==> src/rtl/lock_pkg.sv <==
// Shared types and timing constants for the digital lock datapath.
// The divider toggle count and the lockout length come from one tick period.
package lock_pkg;

  typedef enum logic {
    ARMED   = 1'b0,
    LOCKOUT = 1'b1
  } lock_state_e;

  localparam int CLK_HZ          = 50_000_000;
  localparam int TICK_PERIOD_MS  = 200;
  localparam int LOCKOUT_MS      = 10_000;

  // Half-period count for the slow divider; it toggles its output at this count.
  localparam int DIV_TOGGLE_COUNT = (CLK_HZ / 1000) * TICK_PERIOD_MS / 2;

  localparam int DEFAULT_MAX_ATTEMPTS  = 3;
  localparam int DEFAULT_LOCKOUT_TICKS = LOCKOUT_MS / TICK_PERIOD_MS;

endpackage

==> src/rtl/edge_tick.sv <==
// Two-flop synchronizer plus history flop; emits a one-cycle tick per rising
// edge of an asynchronous or slow level input.
module edge_tick (
  input  logic clk_in,
  input  logic rst,
  input  logic level_in,
  output logic tick_out
);

  logic s1_q, s2_q, s3_q;
  logic s1_d, s2_d, s3_d;

  always_comb begin
    s1_d = level_in;
    s2_d = s1_q;
    s3_d = s2_q;
  end

  always_ff @(posedge clk_in) begin
    if (rst) begin
      s1_q <= 1'b0;
      s2_q <= 1'b0;
      s3_q <= 1'b0;
    end else begin
      s1_q <= s1_d;
      s2_q <= s2_d;
      s3_q <= s3_d;
    end
  end

  assign tick_out = s2_q & ~s3_q;

endmodule

==> src/rtl/lockout_timer.sv <==
// Failed-attempt counter with timed lockout driven by the slow divider tick.
// Drives the lockout flag, remaining-time display count and status LED blink.
module lockout_timer
  import lock_pkg::*;
#(
  parameter int MAX_ATTEMPTS  = DEFAULT_MAX_ATTEMPTS,
  parameter int LOCKOUT_TICKS = DEFAULT_LOCKOUT_TICKS,
  parameter int ATT_W         = 2,
  parameter int CNT_W         = 6
) (
  input  logic             clk_in,
  input  logic             rst,
  input  logic             slow_clk,
  input  logic             fail_pulse,
  input  logic             success_pulse,
  output logic             locked_out,
  output logic [ATT_W-1:0] attempts,
  output logic [CNT_W-1:0] ticks_left,
  output logic             blink,
  output logic             lockout_done
);

  localparam logic [ATT_W-1:0] MAX_ATT_C   = ATT_W'(MAX_ATTEMPTS);
  localparam logic [ATT_W:0]   ATT_LIMIT   = (ATT_W + 1)'(MAX_ATTEMPTS);
  localparam logic [CNT_W-1:0] LOCK_TICK_C = CNT_W'(LOCKOUT_TICKS);
  localparam logic [CNT_W-1:0] CNT_ONE     = CNT_W'(1);

  if (MAX_ATTEMPTS < 1 || MAX_ATTEMPTS > (2 ** ATT_W) - 1) begin : g_bad_max_attempts
    $error("lockout_timer: MAX_ATTEMPTS must be >= 1 and fit in ATT_W bits");
  end
  if (LOCKOUT_TICKS < 1 || LOCKOUT_TICKS > (2 ** CNT_W) - 1) begin : g_bad_lockout_ticks
    $error("lockout_timer: LOCKOUT_TICKS must be >= 1 and fit in CNT_W bits");
  end

  logic tick;

  edge_tick u_edge_tick (
    .clk_in   (clk_in),
    .rst      (rst),
    .level_in (slow_clk),
    .tick_out (tick)
  );

  lock_state_e      state_q, state_d;
  logic [ATT_W-1:0] attempts_q, attempts_d;
  logic [CNT_W-1:0] ticks_left_q, ticks_left_d;
  logic             locked_out_q, locked_out_d;
  logic             blink_q, blink_d;
  logic             lockout_done_q, lockout_done_d;
  logic [ATT_W:0]   att_inc;

  always_comb begin
    state_d        = state_q;
    attempts_d     = attempts_q;
    ticks_left_d   = ticks_left_q;
    locked_out_d   = locked_out_q;
    blink_d        = blink_q;
    lockout_done_d = 1'b0;
    att_inc        = {1'b0, attempts_q} + 1'b1;

    case (state_q)
      ARMED: begin
        // Success takes priority so a simultaneous fail cannot push toward lockout.
        if (success_pulse) begin
          attempts_d = '0;
        end else if (fail_pulse) begin
          if (att_inc >= ATT_LIMIT) begin
            state_d      = LOCKOUT;
            attempts_d   = MAX_ATT_C;
            ticks_left_d = LOCK_TICK_C;
            locked_out_d = 1'b1;
            blink_d      = 1'b0;
          end else begin
            attempts_d = att_inc[ATT_W-1:0];
          end
        end
      end
      LOCKOUT: begin
        // A zero count is treated as expiry so the counter can never wrap.
        if (tick) begin
          if (ticks_left_q > CNT_ONE) begin
            ticks_left_d = ticks_left_q - CNT_ONE;
            blink_d      = ~blink_q;
          end else begin
            state_d        = ARMED;
            ticks_left_d   = '0;
            attempts_d     = '0;
            locked_out_d   = 1'b0;
            blink_d        = 1'b0;
            lockout_done_d = 1'b1;
          end
        end
      end
    endcase
  end

  always_ff @(posedge clk_in) begin
    if (rst) begin
      state_q        <= ARMED;
      attempts_q     <= '0;
      ticks_left_q   <= '0;
      locked_out_q   <= 1'b0;
      blink_q        <= 1'b0;
      lockout_done_q <= 1'b0;
    end else begin
      state_q        <= state_d;
      attempts_q     <= attempts_d;
      ticks_left_q   <= ticks_left_d;
      locked_out_q   <= locked_out_d;
      blink_q        <= blink_d;
      lockout_done_q <= lockout_done_d;
    end
  end

  assign locked_out   = locked_out_q;
  assign attempts     = attempts_q;
  assign ticks_left   = ticks_left_q;
  assign blink        = blink_q;
  assign lockout_done = lockout_done_q;

endmodule

==> config.mk <==
export PLATFORM = sky130hd
export DESIGN_NAME = lockout_timer
export DESIGN_NICKNAME = d
export VERILOG_FILES = /design/src/rtl/lock_pkg.sv /design/src/rtl/edge_tick.sv /design/src/rtl/lockout_timer.sv
export SDC_FILE = /design/constraint.sdc
export NUM_CORES = 1
export LEC_CHECK = 0
export ABC_AREA = 1
export BUFFER_PORTS_ARGS = -buffer_cell sky130_fd_sc_hd__buf_4
export CORE_MARGIN = 2
export CORE_UTILIZATION = 51
export DETAILED_ROUTE_END_ITERATION = 8
export PLACE_DENSITY_LB_ADDON = 0.15
export SLEW_MARGIN = 20
export SYNTH_ARGS = -nofsm -noshare
export SYNTH_HDL_FRONTEND = slang
export SYNTH_SLANG_ARGS = --single-unit
==> constraint.sdc <==
create_clock -name clk_in -period 1.57 [get_ports clk_in]
set_input_delay 0.157 -clock clk_in [delete_from_list [all_inputs] [get_ports clk_in]]
set_output_delay 0.157 -clock clk_in [all_outputs]
set_load 0.005 [all_outputs]
==> results of run 1 <==
-- sequential cells by signal (all words and copies together) (netlist names) --
| signal | flops |
|---|---|
| state_q | 1 |
| u_edge_tick.s2_q | 1 |
| u_edge_tick.s3_q | 1 |
| blink | 1 |
| locked_out | 1 |
| lockout_done | 1 |
| attempts | 2 |
| ticks_left | 6 |
| u_edge_tick.s1_q | 1 |
-- power by group through the flow --
stage / Clock (mW) / Combinational [mW] / Sequential, mW
after detailed placement: 0 / 0.0823 / 0.410
after CTS: 0.247 / 0.0826 / 0.401
after global routing: 0.263 / 0.0938 / 0.403
after floorplan: 0 / 0.0514 / 0.409
after global placement: 0 / 0.0804 / 0.409
final: 0.239 / 0.0829 / 0.401
-- stage by stage --
stage / instance area [sq um] / util / std cells / setup slack, ps
after detailed placement: 885.9 / 0.6642 / 136 / 75.33
after global routing: 923.4 / 0.6923 / 140 / 7.113
after floorplan: 750.7 / - / 106 / 215.5
after CTS: 915.9 / 0.6867 / 140 / 48.90
final: 923.4 / 0.6923 / 140 / 145.0
after global placement: 885.9 / 0.6642 / 136 / 140.7
-- kinds of logic after synthesis --
family,after synthesis,synth area share
simple gates,55,0.3650
fa+ha+maj,2,0.03333
compound gates,12,0.09166
flops,15,0.4000
buf+inv,22,0.1100
-- synth_stat cells (all sizes together) --
library cell  instances
nor2                 16
nand4                 3
nor3                  2
inv                  21
nand2                24
o21bai                1
ha                    2
dfxtp                15
nand3                10
a21oi                 7
o21ai                 3
a21o                  1
clkbuf                1
-- layer usage --
metal	wire length (um)	track usage	vias up
met3	66	0.07759	4
met4	25	0.1063	0
met2	770	0.3138	17
li1	-	-	369
met1	609	0.2021	323
met5	0	0	-
-- final cells by class --
| type | instances | area share |
|---|---|---|
| clock buffers | 3 | 0.02439 |
| clock inverters | 1 | 0.008130 |
| inverters | 21 | 0.08537 |
| multi-input cells | 69 | 0.4051 |
| flip-flops and latches | 15 | 0.3266 |
| well taps | 15 | 0.02033 |
| repair buffers | 16 | 0.1301 |
-- worst max-delay path: stages (launching register included) --
cell,delay (ps)
dfxtp_2,370
inv_1,80
ha_1,240
inv_1,90
nand2_1,70
nand3_2,110
nand2_2,90
nand2_1,110
nand2_2,90
a21oi_1,110
-- worst paths after layout --
check                                    from                          end
setup / recovery   ticks_left[0]$_SDFFE_PP0P_   ticks_left[0]$_SDFFE_PP0P_
hold / removal                       slow_clk  u_edge_tick.s1_q$_SDFF_PP0_
hold reg to reg   u_edge_tick.s1_q$_SDFF_PP0_  u_edge_tick.s2_q$_SDFF_PP0_
setup reg to reg   ticks_left[0]$_SDFFE_PP0P_   ticks_left[0]$_SDFFE_PP0P_
==> results_dict.tcl, run 1 <==
set metrics [dict create \
    clkSinkCount 15 \
    cts-buffers-inserted 3 \
    final.setup.tns_ps 0 \
    die_y_um 42.37 \
    rsz0062_at_grt "no" \
    cp-end-kind "flop" \
    grt_pass1_wl_mm 2.532 \
    fin_hold_ws_ps 63.00 \
    fmax_mhz 701.8 \
    maxSlewViolCount 0 \
    syn_area_sq_um 750.7 \
    synth-seq-area-share 0.4000 \
    regArea_sq_um 301.5 \
    synth-seq-cells 15 \
    maxCapViolCount 0 \
    post_cts_resized 0 \
    hold_viol_final 0 \
    post-route-min-period_ps 1425 \
    ir_drop_mv 0.5920 \
    syn_to_final_growth_pct 23.00 \
    cts_root_buf "clkbuf_4" \
    insertion_delay_ps 290 \
    powerDensity_mw_per_mm2 782.8 \
    yosysTopAreaCellShare 0.4000 \
    firstDrtPassIters 4 \
    core_area_sq_mm 0.001334 \
    clockBufferDepth 2 \
    worst-setup-path-type "reg -> reg" \
    syn-mean-instance-area_sq_um 7.082 \
    vias 713 \
    totalPowerFinal_mw 0.7229 \
    wl_mm 1.471 \
    comb_power_share 0.115 \
    rr_worst_depth 9 \
    vias_per_cell 5.093 \
    grt_use_total 0.1897 \
    hold_class "in -> reg" \
    multi_input_area_sq_um 374.1 \
    ff2ff_setup_slack_ps 140 \
    arrival_ps 1660 \
    place.gp.congestion 0.8274 \
    ys.warnings.count 0 \
    layout_commonest_cell "nand2_1" \
    seqPwrFrac 0.555 \
    hpwl_mm 1.169 \
    layout-drive-gt1-share 0.2640 \
    power.leakage_nw 0.4436 \
    num_antenna_cells 0 \
    cp-start-kind "flop" \
    clk_transition_reported_paths_ps 100 \
    io_pins 16 \
    grt_pass1_vias 649 \
    holdBufCountCts 0 \
    die_area_sq_mm 0.001795 \
    p_int_mw 0.5254 \
    placementRows 13 \
    period_share 0.9076 \
    ant_nets 0 \
    h-tree-depth 1 \
    crit_fanout 5 \
    netSwitchingPower_mw 0.1974 \
    wl_per_cell_um 10.51 \
    most-common-layout-cells "21 x nand2_1, 20 x inv_1, 16 x buf_4, 14 x dfxtp_1, 13 x nor2_1" \
    portBuffers 15 \
    num-nets-final 133 \
    antenna_found_initial 0 \
    worstMarginPinSlew_ps 252.3 \
    min_delay_path_depth 3 \
    fin_skew_ps 2.837 \
    switching_share 0.2731 \
    drt-initial-drc-count 16 \
    synth_nets 113 \
    grt_start_max_net_pins 11 \
    grt_overflow 0 \
    run_status "complete, no violations" \
    ys_types 21 \
    start_util 0.5629 \
    setup_violations 0 \
    cts_tree "yes" \
    cp_data_required_time_ps 1800 \
    yosys-top-cells-area "dfxtp_1 40%, nand2_1 11%, inv_1 10%" \
    die_x_um 42.37 \
    synth_area_leader_cell "dfxtp_1" \
    synth_cells 106 \
    fillers 123 \
    drc 0 \
    relSlewSlack 0.8305 \
    p_clk_frac 0.331 \
    cts_setup_buffers 0 \
]
Power figures use the tool's default switching activity.
==> run 2, diff against run 1 <==
--- a/config.mk
+++ b/config.mk
@@ -14,4 +14,5 @@
 export SLEW_MARGIN = 20
 export SYNTH_ARGS = -nofsm -noshare
 export SYNTH_HDL_FRONTEND = slang
+export SYNTH_HIERARCHICAL = 1
 export SYNTH_SLANG_ARGS = --single-unit
==> results_dict.tcl, run 2 <==
set metrics [dict create \
    cp-start-kind "flop" \
    cts_tree "yes" \
    layout_commonest_cell "nand2_1" \
    ys_types 21 \
    syn-mean-instance-area_sq_um 7.471 \
    fin_skew_ps 1.799 \
    power.leakage_nw 0.4762 \
    core_area_sq_mm 0.001454 \
    syn_area_sq_um 769.5 \
    clk_transition_reported_paths_ps 100 \
    crit_fanout 5 \
    grt_pass1_vias 624 \
    yosysTopAreaCellShare 0.3902 \
    syn_to_final_growth_pct 20.81 \
    num-nets-final 130 \
    period_share 0.9155 \
    synth-seq-cells 15 \
    layout-drive-gt1-share 0.2787 \
    async_reset_ff_frac 0 \
    synth_area_leader_cell "dfxtp_1" \
    hold_class "in -> reg" \
    clockBufferDepth 2 \
    firstDrtPassIters 4 \
    clkSinkCount 15 \
    relSlewSlack 0.8092 \
    maxSlewViolCount 0 \
    ir_drop_mv 0.5072 \
    synth_edf_count 0 \
    grt_overflow 0 \
    grt_start_max_net_pins 11 \
    arrival_ps 1660 \
    reg2reg_to "attempts[1]$_SDFFE_PP0P_" \
    wl_mm 1.438 \
    wl_per_cell_um 10.42 \
    final.setup.tns_ps 0 \
    die_area_sq_mm 0.001836 \
    antenna_found_initial 0 \
    powerDensity_mw_per_mm2 774.1 \
    drt-initial-drc-count 5 \
    largest_reg_flops 6 \
    yosys-top-cells-area "dfxtp_1 39%, nand2_1 9.8%, inv_1 9.3%" \
    crit_chain "inv_1 -> ha_1 -> inv_1 -> nand2_1 -> nand3_2 -> nand2_2 -> nand3_1 -> nand2_1 -> a21oi_1" \
    post-route-min-period_ps 1437 \
    io_pins 16 \
    cp-end-kind "flop" \
    synth_cells 103 \
    cts_root_buf "clkbuf_4" \
    cts_setup_buffers 0 \
    slowest_delay_ps 420 \
    start_util 0.5293 \
    rsz0062_at_grt "no" \
    regArea_sq_um 300.3 \
    num_antenna_cells 0 \
    yosysMostFrequentCell "nand2_1" \
    post_cts_resized 0 \
    crit_path_start "ticks_left[0]$_SDFFE_PP0P_" \
    place.gp.congestion 0.8664 \
    cp_data_required_time_ps 1790 \
    rr_worst_depth 9 \
    maxCapViolCount 0 \
    die_y_um 42.85 \
    ys.warnings.count 6 \
    synth_nets 110 \
    synth_ff_type "dfxtp_1" \
    fillers 142 \
    timing.critical_path.to "attempts[1]$_SDFFE_PP0P_" \
    vias_per_cell 4.862 \
    vias 671 \
    run_status "complete, no violations" \
    synth_common_cells "20 x nand2_1, 19 x inv_1, 15 x dfxtp_1" \
    most-common-layout-cells "20 x nand2_1, 19 x inv_1, 15 x dfxtp_1, 15 x buf_4, 10 x nor2_1" \
    synth-seq-area-share 0.3902 \
    holdBufCountCts 0 \
    insertion_delay_ps 290 \
    ff2ff_setup_slack_ps 130 \
    crit_slowest_cell "dfxtp_1" \
    multi_input_area_sq_um 386.6 \
    grt_pass1_wl_mm 2.428 \
    crit-reg2reg-launch "ticks_left[0]$_SDFFE_PP0P_" \
    h-tree-depth 1 \
    hpwl_mm 1.108 \
    fmax_mhz 695.7 \
    worst-setup-path-type "reg -> reg" \
    cts-buffers-inserted 3 \
    hold_viol_final 0 \
    drc 0 \
    ant_nets 0 \
    setup_violations 0 \
    portBuffers 15 \
    worstMarginPinSlew_ps 284.6 \
    placementRows 14 \
    die_x_um 42.85 \
    totalPowerFinal_mw 0.7196 \
    grt_use_total 0.1772 \
]
[run 2: worst max-delay path: cells and delay by family, from the launching register on]
kind            cells  cell delay, ps
compound gates      1             130
fa+ha+maj           1             240
buf+inv             2             140
flops               1             420
simple gates        5             430
[run 2: stage by stage]
stage	area [sq um]	instances	hold WS, ps	setup WS (ps)	util
after floorplan	769.5	103	226.1	273.6	-
after global placement	902.1	134	357.2	223.4	0.6205
after detailed placement	902.1	134	373.6	160.6	0.6205
after CTS	929.6	138	59.86	132.5	0.6394
final	929.6	138	59.28	132.6	0.6394
after global routing	929.6	138	65.14	9.160	0.6394
[run 2: per-layer routing]
layer,routed length (um),GRT usage,vias up
met5,0,0,-
met4,26,0.09375,0
met3,70,0.04255,4
met2,632,0.2970,14
met1,709,0.2058,301
li1,-,-,352
[run 2: layout make-up]
| type | instances | area share |
|---|---|---|
| Clock buffer | 3 | 0.02423 |
| Multi-Input combinational cell | 66 | 0.4159 |
| Timing Repair Buffer | 15 | 0.1211 |
| Inverter | 22 | 0.08883 |
| Sequential cell | 15 | 0.3230 |
| Tap cell | 16 | 0.02153 |
| Clock inverter | 1 | 0.005384 |
[run 2: cells by family after synthesis]
kind of cell    share of synthesized area
buf+inv                            0.1073
xor+xnor                          0.02114
fa+ha+maj                         0.03252
simple gates                       0.3772
flops                              0.3902
compound gates                    0.07154
[run 2: how the worst min path moves through the flow]
| stage | start | end | slack (ps) | cells past startpoint |
|---|---|---|---|---|
| global placement | slow_clk | u_edge_tick/s1_q$_SDFF_PP0_ | 360 | 3 |
| detailed placement | slow_clk | u_edge_tick/s1_q$_SDFF_PP0_ | 370 | 3 |
| finish | rst | u_edge_tick/s2_q$_SDFF_PP0_ | 60 | 2 |
| CTS | rst | u_edge_tick/s2_q$_SDFF_PP0_ | 60 | 2 |
| global route | rst | u_edge_tick/s2_q$_SDFF_PP0_ | 70 | 2 |
| floorplan | rst | locked_out$_SDFFE_PP0P_ | 230 | 1 |
[run 2: report_power, final]
part	leakage, nW	total, mW	internal (mW)	switching, mW
Combinational	0.337	0.0868	0.0389	0.0479
Clock	0.0177	0.232	0.0948	0.137
Sequential	0.122	0.401	0.391	0.00968
==> run 3, diff against run 2 <==
--- a/config.mk
+++ b/config.mk
@@ -8,9 +8,11 @@
 export ABC_AREA = 1
 export BUFFER_PORTS_ARGS = -buffer_cell sky130_fd_sc_hd__buf_4
 export CORE_MARGIN = 2
-export CORE_UTILIZATION = 51
+export CORE_UTILIZATION = 46
 export DETAILED_ROUTE_END_ITERATION = 8
+export MAX_ROUTING_LAYER = met4
 export PLACE_DENSITY_LB_ADDON = 0.15
+export RECOVER_POWER = 25
 export SLEW_MARGIN = 20
 export SYNTH_ARGS = -nofsm -noshare
 export SYNTH_HDL_FRONTEND = slang
==> constraint.sdc (replaced) <==
create_clock -name clk_in -period 1.3 [get_ports clk_in]
set_input_delay 0.13 -clock clk_in [delete_from_list [all_inputs] [get_ports clk_in]]
set_output_delay 0.13 -clock clk_in [all_outputs]
set_load 0.005 [all_outputs]
==> results_dict.tcl, run 3 (same netlist as run 2, synthesis figures left out) <==
set metrics [dict create \
    run_status "complete, no violations" \
    fmax_mhz 816.7 \
    maxSlewViolCount 0 \
    post-route-min-period_ps 1225 \
    placementRows 14 \
    drc 0 \
    vias 692 \
    ant_nets 0 \
    clkSinkCount 15 \
    insertion_delay_ps 280 \
    placed_cells 139 \
    top_usage_layer "met2" \
    period_share 0.9419 \
    arrival_ps 1410 \
    place.gp.congestion 0.8341 \
    num-nets-final 137 \
    grt_pass1_wl_mm 2.649 \
    most-common-layout-cells "19 x nand2_1, 18 x buf_4, 17 x inv_1, 13 x dfxtp_1, 10 x nor2_1" \
    grt_use_met2 0.2957 \
    cts-buffers-inserted 3 \
    grt_use_met1 0.2289 \
    num_antenna_cells 0 \
    grtUsageMet3 0.04800 \
    cp-start-kind "flop" \
    cts_root_buf "clkbuf_4" \
    drt-initial-drc-count 16 \
    regArea_sq_um 302.8 \
    crit_fanout 5 \
    core_area_sq_mm 0.001541 \
    firstDrtPassIters 4 \
    layout_commonest_cell "nand2_1" \
    wl_per_cell_um 10.94 \
    powerDensity_mw_per_mm2 868.8 \
    maxCapViolCount 0 \
    h-tree-depth 1 \
    min_delay_path_depth 2 \
    portBuffers 15 \
    die_y_um 44.90 \
    worst-setup-path-type "reg -> reg" \
    largest_reg_flops 6 \
    setup_violations 0 \
    clk_transition_reported_paths_ps 90 \
    antenna_found_initial 0 \
    io_pins 16 \
    stdcell_area_sq_mm 0.001006 \
    power.leakage_nw 0.5228 \
    worstMarginPinSlew_ps 271.6 \
    grt_use_total 0.1919 \
    hold_class "in -> reg" \
    die_x_um 44.90 \
    syn_to_final_growth_pct 30.73 \
    final_cells 145 \
    cts_tree "yes" \
    cp-end-kind "flop" \
    vias_per_cell 4.772 \
    start_util 0.4992 \
    relSlewSlack 0.8187 \
    grt_overflow 0 \
    rr_worst_depth 11 \
    fillers 143 \
    cp_data_required_time_ps 1490 \
    dpl_cell_area_sq_um 939.7 \
    holdBufCountCts 0 \
    fin_skew_ps 1.575 \
    die_area_sq_mm 0.002016 \
    multi_input_area_sq_um 409.1 \
    grt_start_max_net_pins 11 \
    grt_pass1_vias 654 \
    hold_viol_final 0 \
    wl_mm 1.587 \
    clockBufferDepth 2 \
    ir_drop_mv 0.7830 \
    hpwl_mm 1.171 \
    layout-drive-gt1-share 0.3798 \
]
[run 3: cell count changes in the layout (fill, tap and decap cells not counted), sizes merged]
cell	before	now
buf	15	18
clkbuf	3	8
clkinv	2	0
inv	21	22
[run 3: area by class of cell]
cell class	count	share of cell area
inverter	22	0.08209
clock buffer	4	0.02612
multi-input combinational	66	0.4067
timing repair buffer	22	0.1642
tap	16	0.01990
sequential	15	0.3010
[run 3: metal layers]
metal | up-vias | part of all wire
met5 | - | 0
met4 | 0 | 0.014
met3 | 4 | 0.052
met2 | 17 | 0.48
met1 | 301 | 0.45
li1 | 370 | -
[run 3: path summary, 6_finish.rpt]
check	from	slack, ps	end
setup / recovery	ticks_left[1]$_SDFFE_PP0P_	80	ticks_left[3]$_SDFFE_PP0P_
hold / removal	rst	40	u_edge_tick/s1_q$_SDFF_PP0_
setup reg to reg	ticks_left[1]$_SDFFE_PP0P_	80	ticks_left[3]$_SDFFE_PP0P_
hold reg to reg	u_edge_tick/s1_q$_SDFF_PP0_	420	u_edge_tick/s2_q$_SDFF_PP0_
[run 3: worst max-delay path: stages (launching register included)]
cell	delay, ps
dfxtp_2	340
inv_2	50
ha_2	170
inv_1	40
nand2_2	70
nand3_2	90
nand2_4	110
nand2_4	60
nand2_4	80
inv_2	30
nand2_1	60
inv_1	40
[run 3: power breakdown]
part / internal (mW) / switching, mW
Clock: 0.119 / 0.148
Sequential: 0.472 / 0.0118
Combinational: 0.0574 / 0.0647
[run 3: through the flow]
stage	setup TNS, ps	setup slack (ps)	hold slack [ps]	util	power (mW)
finish	0	75.49	41.77	0.6526	0.8740
global route	-3.896	-3.896	38.76	0.6526	0.9204
CTS	0	20.84	36.68	0.6266	0.8740
detailed placement	0	46.50	337.8	0.6096	0.6088
global placement	0	87.11	331.6	0.6096	0.6056
floorplan	0	3.618	199.1	-	0.5602
[run 3: repair_timing]
item	4_1_cts	5_1_grt
buffers inserted	0	2
endpoints found under the setup margin	0	10
gates resized for setup	0	11
